### config.mk
export PLATFORM = sky130hd
export DESIGN_NAME = uart
export DESIGN_NICKNAME = d
export VERILOG_FILES = /design/src/rtl/uart_pkg.sv /design/src/rtl/uart_fifo.sv /design/src/rtl/uart.sv
export SDC_FILE = /design/constraint.sdc
export NUM_CORES = 1
export LEC_CHECK = 0
export ABC_CLOCK_PERIOD_IN_PS = 4300
export CAP_MARGIN = 20
export CELL_PAD_IN_SITES_DETAIL_PLACEMENT = 1
export CELL_PAD_IN_SITES_GLOBAL_PLACEMENT = 2
export CORE_MARGIN = 1.5
export CORE_UTILIZATION = 48
export CTS_BUF_LIST = sky130_fd_sc_hd__clkbuf_8
export CTS_CLUSTER_SIZE = 28
export DETAILED_ROUTE_END_ITERATION = 10
export PLACE_DENSITY = 0.95
export SETUP_SLACK_MARGIN = 0.02
export SYNTH_ARGS = -nofsm -noshare
export SYNTH_HDL_FRONTEND = slang
export SYNTH_SLANG_ARGS = --single-unit
### constraint.sdc
create_clock -name clk -period 4.3 [get_ports clk]
set_clock_uncertainty 0.1 [all_clocks]
set_input_delay 0.645 -clock clk [delete_from_list [all_inputs] [get_ports clk]]
set_output_delay 0.645 -clock clk [all_outputs]
set_load 0.02 [all_outputs]
### src/rtl/uart_pkg.sv
// Shared definitions for the uart block: FSM encodings and default frame/baud constants.
`timescale 1ns/1ps
package uart_pkg;

    // Receiver FSM encoding
    typedef enum logic [1:0] {
        RX_IDLE  = 2'd0,
        RX_START = 2'd1,
        RX_DATA  = 2'd2,
        RX_STOP  = 2'd3
    } rx_state_t;

    // Transmitter FSM encoding
    typedef enum logic [1:0] {
        TX_IDLE  = 2'd0,
        TX_START = 2'd1,
        TX_DATA  = 2'd2,
        TX_STOP  = 2'd3
    } tx_state_t;

    // Shipped configuration: 8N1 at 19200 baud from 50 MHz, 4-deep FIFOs
    localparam int DEF_DBIT    = 8;
    localparam int DEF_SB_TICK = 16;
    localparam int DEF_DVSR    = 163;
    localparam int DEF_FIFO_W  = 2;

    // Oversampling: ticks per bit and the tick index at mid-start-bit
    localparam int OS_LAST   = 15;
    localparam int START_MID = 7;

endpackage

### src/rtl/uart_fifo.sv
// Circular-buffer FIFO with registered full/empty flags and first-word fall-through read port.
`timescale 1ns/1ps
module uart_fifo #(
    parameter int B = 8,
    parameter int W = 2
) (
    input  logic         clk,
    input  logic         reset,
    input  logic         rd,
    input  logic         wr,
    input  logic [B-1:0] w_data,
    output logic         empty,
    output logic         full,
    output logic [B-1:0] r_data
);

    logic [B-1:0] mem [2**W];
    logic [W-1:0] w_ptr, w_ptr_n, w_ptr_inc;
    logic [W-1:0] r_ptr, r_ptr_n, r_ptr_inc;
    logic         full_reg, full_n;
    logic         empty_reg, empty_n;
    logic         do_wr;

    assign w_ptr_inc = w_ptr + 1'b1;
    assign r_ptr_inc = r_ptr + 1'b1;

    // Storage array; cleared on reset, written at the tail when a push is accepted
    always_ff @(posedge clk or negedge reset) begin
        if (!reset) begin
            for (int i = 0; i < 2**W; i++) mem[i] <= '0;
        end else if (do_wr) begin
            mem[w_ptr] <= w_data;
        end
    end

    // Pointer and flag registers
    always_ff @(posedge clk or negedge reset) begin
        if (!reset) begin
            w_ptr     <= '0;
            r_ptr     <= '0;
            full_reg  <= 1'b0;
            empty_reg <= 1'b1;
        end else begin
            w_ptr     <= w_ptr_n;
            r_ptr     <= r_ptr_n;
            full_reg  <= full_n;
            empty_reg <= empty_n;
        end
    end

    // Next pointers/flags; a simultaneous push+pop on an empty FIFO degrades to a push
    always_comb begin
        w_ptr_n = w_ptr;
        r_ptr_n = r_ptr;
        full_n  = full_reg;
        empty_n = empty_reg;
        do_wr   = 1'b0;
        case ({wr, rd})
            2'b01: begin
                if (!empty_reg) begin
                    r_ptr_n = r_ptr_inc;
                    full_n  = 1'b0;
                    empty_n = (r_ptr_inc == w_ptr);
                end
            end
            2'b10: begin
                if (!full_reg) begin
                    do_wr   = 1'b1;
                    w_ptr_n = w_ptr_inc;
                    empty_n = 1'b0;
                    full_n  = (w_ptr_inc == r_ptr);
                end
            end
            2'b11: begin
                do_wr   = 1'b1;
                w_ptr_n = w_ptr_inc;
                if (empty_reg) begin
                    empty_n = 1'b0;
                    full_n  = (w_ptr_inc == r_ptr);
                end else begin
                    r_ptr_n = r_ptr_inc;
                end
            end
            default: ;
        endcase
    end

    assign empty  = empty_reg;
    assign full   = full_reg;
    assign r_data = mem[r_ptr];

endmodule

### src/rtl/uart.sv
// Full-duplex 8N1 UART: baud tick generator, 16x-oversampled receiver, transmitter, FIFO per direction.
`timescale 1ns/1ps
module uart
    import uart_pkg::*;
#(
    parameter int DBIT    = DEF_DBIT,
    parameter int SB_TICK = DEF_SB_TICK,
    parameter int DVSR    = DEF_DVSR,
    parameter int FIFO_W  = DEF_FIFO_W
) (
    input  logic       clk,
    input  logic       reset,
    input  logic       rd_uart,
    input  logic       wr_uart,
    input  logic       rx,
    input  logic [7:0] w_data,
    output logic       tx_full,
    output logic       rx_empty,
    output logic       tx,
    output logic [7:0] r_data
);

    localparam int CW = $clog2(DVSR);
    localparam int SW = (SB_TICK > 16) ? $clog2(SB_TICK) : 4;
    localparam int NW = $clog2(DBIT);

    logic [CW-1:0] baud_cnt;
    logic          tick;

    logic          rx_p0, rx_p1;

    rx_state_t     rx_state, rx_state_n;
    logic [SW-1:0] rx_s, rx_s_n;
    logic [NW-1:0] rx_n, rx_n_n;
    logic [7:0]    rx_b, rx_b_n;
    logic          rx_done;
    logic          rx_fifo_full, rx_fifo_wr;

    tx_state_t     tx_state, tx_state_n;
    logic [SW-1:0] tx_s, tx_s_n;
    logic [NW-1:0] tx_n, tx_n_n;
    logic [7:0]    tx_b, tx_b_n;
    logic          tx_reg, tx_next;
    logic          tx_pop;
    logic          tx_fifo_empty;
    logic [7:0]    tx_fifo_dout;

    // Free-running oversample tick: one clk pulse every DVSR clocks
    always_ff @(posedge clk or negedge reset) begin
        if (!reset) baud_cnt <= '0;
        else if (baud_cnt == CW'(DVSR - 1)) baud_cnt <= '0;
        else baud_cnt <= baud_cnt + 1'b1;
    end

    assign tick = (baud_cnt == CW'(DVSR - 1));

    // Two-flop synchronizer on the serial input; preset to the idle-high line level
    always_ff @(posedge clk or negedge reset) begin
        if (!reset) begin
            rx_p0 <= 1'b1;
            rx_p1 <= 1'b1;
        end else begin
            rx_p0 <= rx;
            rx_p1 <= rx_p0;
        end
    end

    // Receiver state and datapath registers
    always_ff @(posedge clk or negedge reset) begin
        if (!reset) begin
            rx_state <= RX_IDLE;
            rx_s     <= '0;
            rx_n     <= '0;
            rx_b     <= '0;
        end else begin
            rx_state <= rx_state_n;
            rx_s     <= rx_s_n;
            rx_n     <= rx_n_n;
            rx_b     <= rx_b_n;
        end
    end

    // Receiver next state: verify start at mid-bit, sample data at mid-bit, wait out the stop bit
    always_comb begin
        rx_state_n = rx_state;
        rx_s_n     = rx_s;
        rx_n_n     = rx_n;
        rx_b_n     = rx_b;
        case (rx_state)
            RX_IDLE: begin
                if (!rx_p1) begin
                    rx_state_n = RX_START;
                    rx_s_n     = '0;
                end
            end
            RX_START: begin
                if (tick) begin
                    if (rx_s == SW'(START_MID)) begin
                        if (!rx_p1) begin
                            rx_state_n = RX_DATA;
                            rx_s_n     = '0;
                            rx_n_n     = '0;
                        end else begin
                            rx_state_n = RX_IDLE;
                        end
                    end else begin
                        rx_s_n = rx_s + 1'b1;
                    end
                end
            end
            RX_DATA: begin
                if (tick) begin
                    if (rx_s == SW'(OS_LAST)) begin
                        rx_s_n = '0;
                        rx_b_n = {rx_p1, rx_b[7:1]};
                        if (rx_n == NW'(DBIT - 1)) rx_state_n = RX_STOP;
                        else rx_n_n = rx_n + 1'b1;
                    end else begin
                        rx_s_n = rx_s + 1'b1;
                    end
                end
            end
            RX_STOP: begin
                if (tick) begin
                    if (rx_s == SW'(SB_TICK - 1)) rx_state_n = RX_IDLE;
                    else rx_s_n = rx_s + 1'b1;
                end
            end
            default: rx_state_n = RX_IDLE;
        endcase
    end

    // Receiver output: one-clk byte-complete strobe at the end of the stop bit
    always_comb begin
        rx_done = (rx_state == RX_STOP) && tick && (rx_s == SW'(SB_TICK - 1));
    end

    // Store only when there is room or a pop frees a slot in the same cycle
    assign rx_fifo_wr = rx_done & (~rx_fifo_full | rd_uart);

    uart_fifo #(.B(8), .W(FIFO_W)) u_rx_fifo (
        .clk    (clk),
        .reset  (reset),
        .rd     (rd_uart),
        .wr     (rx_fifo_wr),
        .w_data (rx_b),
        .empty  (rx_empty),
        .full   (rx_fifo_full),
        .r_data (r_data)
    );

    uart_fifo #(.B(8), .W(FIFO_W)) u_tx_fifo (
        .clk    (clk),
        .reset  (reset),
        .rd     (tx_pop),
        .wr     (wr_uart),
        .w_data (w_data),
        .empty  (tx_fifo_empty),
        .full   (tx_full),
        .r_data (tx_fifo_dout)
    );

    // Transmitter state, datapath and registered line output (idle high on reset)
    always_ff @(posedge clk or negedge reset) begin
        if (!reset) begin
            tx_state <= TX_IDLE;
            tx_s     <= '0;
            tx_n     <= '0;
            tx_b     <= '0;
            tx_reg   <= 1'b1;
        end else begin
            tx_state <= tx_state_n;
            tx_s     <= tx_s_n;
            tx_n     <= tx_n_n;
            tx_b     <= tx_b_n;
            tx_reg   <= tx_next;
        end
    end

    // Transmitter next state: start bit, DBIT data bits LSB first, stop bit, 16 ticks per bit
    always_comb begin
        tx_state_n = tx_state;
        tx_s_n     = tx_s;
        tx_n_n     = tx_n;
        tx_b_n     = tx_b;
        case (tx_state)
            TX_IDLE: begin
                if (!tx_fifo_empty) begin
                    tx_state_n = TX_START;
                    tx_s_n     = '0;
                    tx_b_n     = tx_fifo_dout;
                end
            end
            TX_START: begin
                if (tick) begin
                    if (tx_s == SW'(OS_LAST)) begin
                        tx_state_n = TX_DATA;
                        tx_s_n     = '0;
                        tx_n_n     = '0;
                    end else begin
                        tx_s_n = tx_s + 1'b1;
                    end
                end
            end
            TX_DATA: begin
                if (tick) begin
                    if (tx_s == SW'(OS_LAST)) begin
                        tx_s_n = '0;
                        tx_b_n = {1'b0, tx_b[7:1]};
                        if (tx_n == NW'(DBIT - 1)) tx_state_n = TX_STOP;
                        else tx_n_n = tx_n + 1'b1;
                    end else begin
                        tx_s_n = tx_s + 1'b1;
                    end
                end
            end
            TX_STOP: begin
                if (tick) begin
                    if (tx_s == SW'(SB_TICK - 1)) tx_state_n = TX_IDLE;
                    else tx_s_n = tx_s + 1'b1;
                end
            end
            default: tx_state_n = TX_IDLE;
        endcase
    end

    // Transmitter outputs: line level per state and FIFO pop when a new frame is loaded
    always_comb begin
        tx_pop  = (tx_state == TX_IDLE) && !tx_fifo_empty;
        tx_next = 1'b1;
        case (tx_state)
            TX_START: tx_next = 1'b0;
            TX_DATA:  tx_next = tx_b[0];
            default:  tx_next = 1'b1;
        endcase
    end

    assign tx = tx_reg;

endmodule

==> flow_results.xml <==
<?xml version="1.0" encoding="UTF-8"?>
<metrics>
  <group name="outcome">
    <metric name="run_status" unit="">finished, final reports clean</metric>
  </group>
  <group name="die">
    <metric name="initial_core_util" unit="">0.500</metric>
    <metric name="fp.dieH" unit="µm">113</metric>
    <metric name="placement_rows" unit="">39</metric>
    <metric name="die-width" unit="µm">113</metric>
    <metric name="io_pins" unit="">24</metric>
    <metric name="die_area" unit="µm²">12800</metric>
    <metric name="design.core.area" unit="µm²">11600</metric>
  </group>
  <group name="route">
    <metric name="finalWirelength" unit="mm">12.5</metric>
    <metric name="routedWlPerCell" unit="µm">20.0</metric>
    <metric name="antenna_left" unit="">0</metric>
    <metric name="detail_route.drc_violations" unit="">0</metric>
    <metric name="drt_first_iter_violations" unit="">225</metric>
    <metric name="vias_per_cell" unit="">5.77</metric>
    <metric name="drt_first_pass_iters" unit="">4</metric>
    <metric name="dr_vias" unit="">3626</metric>
  </group>
  <group name="power_and_ir_drop">
    <metric name="switching_share" unit="">0.311</metric>
    <metric name="seq_power_share" unit="">0.441</metric>
    <metric name="power-per-cell-area" unit="nW/µm²">557</metric>
    <metric name="leakagePower" unit="nW">3.01</metric>
    <metric name="netSwitchingPower" unit="mW">1.15</metric>
    <metric name="internal_power" unit="mW">2.53</metric>
    <metric name="power.clock.fraction" unit="">0.294</metric>
    <metric name="ir_worst_vdd" unit="µV">343</metric>
    <metric name="comb_power_share" unit="">0.265</metric>
  </group>
  <group name="sta">
    <metric name="finalSetupTns" unit="ns">0</metric>
    <metric name="tightest_slew" unit="ns">0.979</metric>
    <metric name="setup-violations-final" unit="">0</metric>
    <metric name="peak_freq" unit="GHz">0.320</metric>
    <metric name="number_of_slew_limit_violations_in_the_final_report" unit="">0</metric>
    <metric name="worst_slack" unit="ns">1.17</metric>
    <metric name="hold_violation_total_from_the_final_report" unit="">0</metric>
    <metric name="grt_setup_unrepaired" unit="">no</metric>
    <metric name="finalCritPeriodShare" unit="">0.728</metric>
    <metric name="slew_headroom" unit="">0.347</metric>
    <metric name="timing.final.crit_period" unit="ns">3.13</metric>
  </group>
  <group name="layout">
    <metric name="antenna_cells" unit="">0</metric>
    <metric name="biggestRegsByFlops" unit="">u_rx_fifo.mem x32, u_tx_fifo.mem x32</metric>
    <metric name="fin_util" unit="">0.569</metric>
    <metric name="fin_nets" unit="">506</metric>
    <metric name="layout-drive-gt1-share" unit="">0.301</metric>
    <metric name="count_of_filler_cells_inserted_in_the_layout" unit="">1176</metric>
    <metric name="area.growth.synth_to_final" unit="%">13.7</metric>
  </group>
  <group name="worst_hold_path">
    <metric name="hold_path_depth" unit="">0</metric>
    <metric name="timing.hold.worst.start" unit="">rx_p0$_DFF_PN1_</metric>
    <metric name="worst_hold_path_type" unit="">flop to flop</metric>
    <metric name="endpoint_of_the_worst_hold_timing_path" unit="">rx_p1$_DFF_PN1_</metric>
  </group>
  <group name="clock_network">
    <metric name="tritoncts" unit="">yes</metric>
    <metric name="worstSkewPairLatency" unit="ns">0.44</metric>
    <metric name="cts_hold_buffers" unit="">0</metric>
    <metric name="clock_transition_at_the_registers_of_the_reported_paths" unit="ns">0.07</metric>
    <metric name="cts_post_setup_buffers_inserted" unit="">0</metric>
    <metric name="htree_levels" unit="">4</metric>
    <metric name="post_cts_sizing_count" unit="">0</metric>
    <metric name="root_buffer" unit="">sky130_fd_sc_hd__clkbuf_8</metric>
    <metric name="clock_tree.buffer_depth" unit="">2</metric>
    <metric name="clock_sink_count" unit="">121</metric>
    <metric name="number_of_buffers_created_by_cts" unit="">17</metric>
  </group>
  <group name="placed_design">
    <metric name="globalplace.congestion" unit="">0.714</metric>
    <metric name="pre_cts_ws" unit="ns">1.60</metric>
    <metric name="post-dp-hpwl" unit="mm">8.43</metric>
    <metric name="io_buffers" unit="">23</metric>
  </group>
  <group name="grt">
    <metric name="grt_pass1_wl" unit="mm">21.4</metric>
    <metric name="grt_start_max_net_pins" unit="">77</metric>
    <metric name="globalRouteTotalUtil" unit="">0.218</metric>
    <metric name="vias_in_the_first_global_route" unit="">4053</metric>
    <metric name="number_of_antenna_violations_at_the_first_check_in_global_routing" unit="">0</metric>
    <metric name="grt_remaining_overflow" unit="">0</metric>
  </group>
  <group name="setup_path">
    <metric name="regToRegStartpoint" unit="">tx_state[0]$_DFFE_PN0P_</metric>
    <metric name="wp_buf_inv" unit="">1</metric>
    <metric name="critical_path.slowest_cell" unit="">sky130_fd_sc_hd__dfrtp_1</metric>
    <metric name="critPathMaxStageDelay" unit="ns">0.77</metric>
    <metric name="reg2reg_depth" unit="">5</metric>
    <metric name="path_class" unit="">flop to output port</metric>
    <metric name="timing.critical_path.required" unit="ns">3.56</metric>
    <metric name="crit_path_start_kind" unit="">flop</metric>
    <metric name="end_kind" unit="">output port</metric>
    <metric name="r2r_end" unit="">tx_b[2]$_DFFE_PN0P_</metric>
    <metric name="crit_chain" unit="">mux4_2 &gt; clkdlybuf4s50_1</metric>
    <metric name="timing.reg2reg.setup_slack" unit="ns">1.66</metric>
    <metric name="crit_path_max_fanout" unit="">12</metric>
    <metric name="worst-endpoint-arrival" unit="ns">2.38</metric>
    <metric name="cpLargestDelayFamily" unit="">flip-flops</metric>
  </group>
  <group name="logic_synthesis">
    <metric name="yosys_most_used_dff" unit="">sky130_fd_sc_hd__dfrtp_1</metric>
    <metric name="synthCells" unit="">441</metric>
    <metric name="ys_seq_elements" unit="">121</metric>
    <metric name="mappedNetlistArea" unit="µm²">5810</metric>
    <metric name="synth_edf_count" unit="">0</metric>
    <metric name="yosysTopAreaCell" unit="">sky130_fd_sc_hd__dfrtp_1</metric>
    <metric name="yosys.cell_types.count" unit="">53</metric>
    <metric name="post-synth-top-area-fraction" unit="">0.500</metric>
    <metric name="post_synth.cell_area_avg" unit="µm²">13.2</metric>
    <metric name="mappedNetlistNets" unit="">475</metric>
    <metric name="post_synth_main_area_contributors" unit="">sky130_fd_sc_hd__dfrtp_1 50%, sky130_fd_sc_hd__mux2_2 16%, sky130_fd_sc_hd__mux4_2 6.2%</metric>
    <metric name="synth_most_common_cell" unit="">sky130_fd_sc_hd__dfrtp_1</metric>
    <metric name="ys_top_cells_by_count" unit="">116 x sky130_fd_sc_hd__dfrtp_1, 81 x sky130_fd_sc_hd__mux2_2, 36 x sky130_fd_sc_hd__nand2_1</metric>
    <metric name="yosysSeqAreaShare" unit="">0.522</metric>
    <metric name="ys_async_sr_fraction" unit="">1.00</metric>
    <metric name="ys_warn_count" unit="">0</metric>
  </group>
  <group name="flow_run">
    <metric name="maxCapViolations" unit="">0</metric>
  </group>
</metrics>
==> layout by cell type (no fill, tap or decap), types with 2 or more instances in the layout <==
cell / netlist / layout
sky130_fd_sc_hd__dfrtp_1: 116 / 116
sky130_fd_sc_hd__mux2_2: 81 / 81
sky130_fd_sc_hd__nand2_1: 36 / 36
sky130_fd_sc_hd__clkdlybuf4s50_1: 0 / 22
sky130_fd_sc_hd__ha_1: 21 / 21
sky130_fd_sc_hd__clkbuf_8: 0 / 20
sky130_fd_sc_hd__inv_1: 16 / 18
sky130_fd_sc_hd__mux4_2: 16 / 16
sky130_fd_sc_hd__xnor2_1: 12 / 12
sky130_fd_sc_hd__nor2_1: 12 / 12
sky130_fd_sc_hd__mux2i_1: 9 / 9
sky130_fd_sc_hd__a21oi_1: 9 / 9
sky130_fd_sc_hd__o21ai_0: 8 / 8
sky130_fd_sc_hd__nand3_1: 8 / 8
sky130_fd_sc_hd__nand2b_1: 7 / 7
sky130_fd_sc_hd__xor2_1: 6 / 6
sky130_fd_sc_hd__nand4_1: 5 / 5
sky130_fd_sc_hd__a22o_1: 5 / 5
sky130_fd_sc_hd__nor3_1: 5 / 5
sky130_fd_sc_hd__dfstp_2: 5 / 5
sky130_fd_sc_hd__nand3b_1: 4 / 4
sky130_fd_sc_hd__nand3_2: 4 / 4
sky130_fd_sc_hd__clkinv_4: 0 / 4
sky130_fd_sc_hd__nor4_1: 3 / 3
sky130_fd_sc_hd__o22ai_1: 3 / 3
sky130_fd_sc_hd__bufinv_16: 0 / 3
sky130_fd_sc_hd__buf_4: 0 / 3
sky130_fd_sc_hd__a31oi_1: 2 / 2
sky130_fd_sc_hd__o2111ai_1: 2 / 2
sky130_fd_sc_hd__nor2b_1: 2 / 2
sky130_fd_sc_hd__nor3_2: 2 / 2
sky130_fd_sc_hd__a22oi_1: 2 / 2
sky130_fd_sc_hd__o2bb2ai_1: 2 / 2
sky130_fd_sc_hd__o221ai_1: 2 / 2
sky130_fd_sc_hd__o211ai_1: 2 / 2
sky130_fd_sc_hd__mux2_1: 2 / 2
sky130_fd_sc_hd__clkinv_2: 0 / 2
==> metrics by stage <==
| stage | cell area (µm²) | hold WS, ns | std cells | total power, mW |
|---|---|---|---|---|
| after floorplan | 5810 | 0.245 | 441 | 2.33 |
| after global placement | 6180 | 0.249 | 596 | 2.52 |
| after detailed placement | 6180 | 0.247 | 596 | 2.62 |
| after CTS | 6600 | 0.261 | 628 | 3.73 |
| after global routing | 6600 | 0.266 | 628 | 3.89 |
| final | 6600 | 0.257 | 628 | 3.68 |
==> per-layer routing <==
metal	up-vias	GRT usage	part of all wire
met5	-	0	0
met4	0	0.0650	0.011
met3	11	0.0573	0.026
met2	42	0.375	0.52
met1	1898	0.273	0.44
li1	1675	-	-
==> cell families after synthesis <==
| kind of cell | synth area share |
|---|---|
| adders and majority gates | 0.0452 |
| and+or+nand+nor | 0.0929 |
| AOI/OAI and AO/OA | 0.0547 |
| muxes | 0.238 |
| xor gates and xnor gates | 0.0271 |
| buffers and inverters | 0.0192 |
| DFF | 0.522 |
==> power groups by stage <==
stage	clock network, mW	registers, mW	logic [mW]
after floorplan	0	1.50	0.830
final	1.08	1.62	0.976
after detailed placement	0	1.64	0.977
after global placement	0	1.61	0.910
after global routing	1.16	1.67	1.07
after CTS	1.11	1.63	0.992
==> worst max path at each step <==
stage,end,cells after the start,from
6_report,r_data[5],2,u_rx_fifo.r_ptr[0]$_DFFE_PN0P_
5_1_grt,r_data[5],2,u_rx_fifo.r_ptr[0]$_DFFE_PN0P_
4_1_cts,r_data[5],2,u_rx_fifo.r_ptr[0]$_DFFE_PN0P_
3_5_place_dp,u_tx_fifo.mem[1]$_DFFE_PN0P_,4,wr_uart
3_3_place_gp,r_data[5],2,u_rx_fifo.r_ptr[0]$_DFFE_PN0P_
2_1_floorplan,r_data[0],2,u_rx_fifo.r_ptr[0]$_DFFE_PN0P_
==> worst reg2reg max path, cell delays in order (launching register included) <==
cell and delay (ns):
sky130_fd_sc_hd__dfrtp_1 0.42, sky130_fd_sc_hd__inv_1 0.14, sky130_fd_sc_hd__ha_1 0.44, sky130_fd_sc_hd__inv_1 0.36
sky130_fd_sc_hd__o21ai_1 0.65, sky130_fd_sc_hd__mux2_2 0.42
==> final cells by class <==
| class | instances | area [µm²] | area share |
|---|---|---|---|
| Inverter | 16 | 60.1 | 0.00909 |
| Tap cell | 143 | 179 | 0.0271 |
| Clock inverter | 12 | 150 | 0.0227 |
| Timing Repair Buffer | 25 | 243 | 0.0368 |
| Sequential cell | 121 | 3030 | 0.459 |
| Multi-Input combinational cell | 291 | 2660 | 0.403 |
| Clock buffer | 20 | 275 | 0.0417 |
Power figures use the tool's default switching activity.
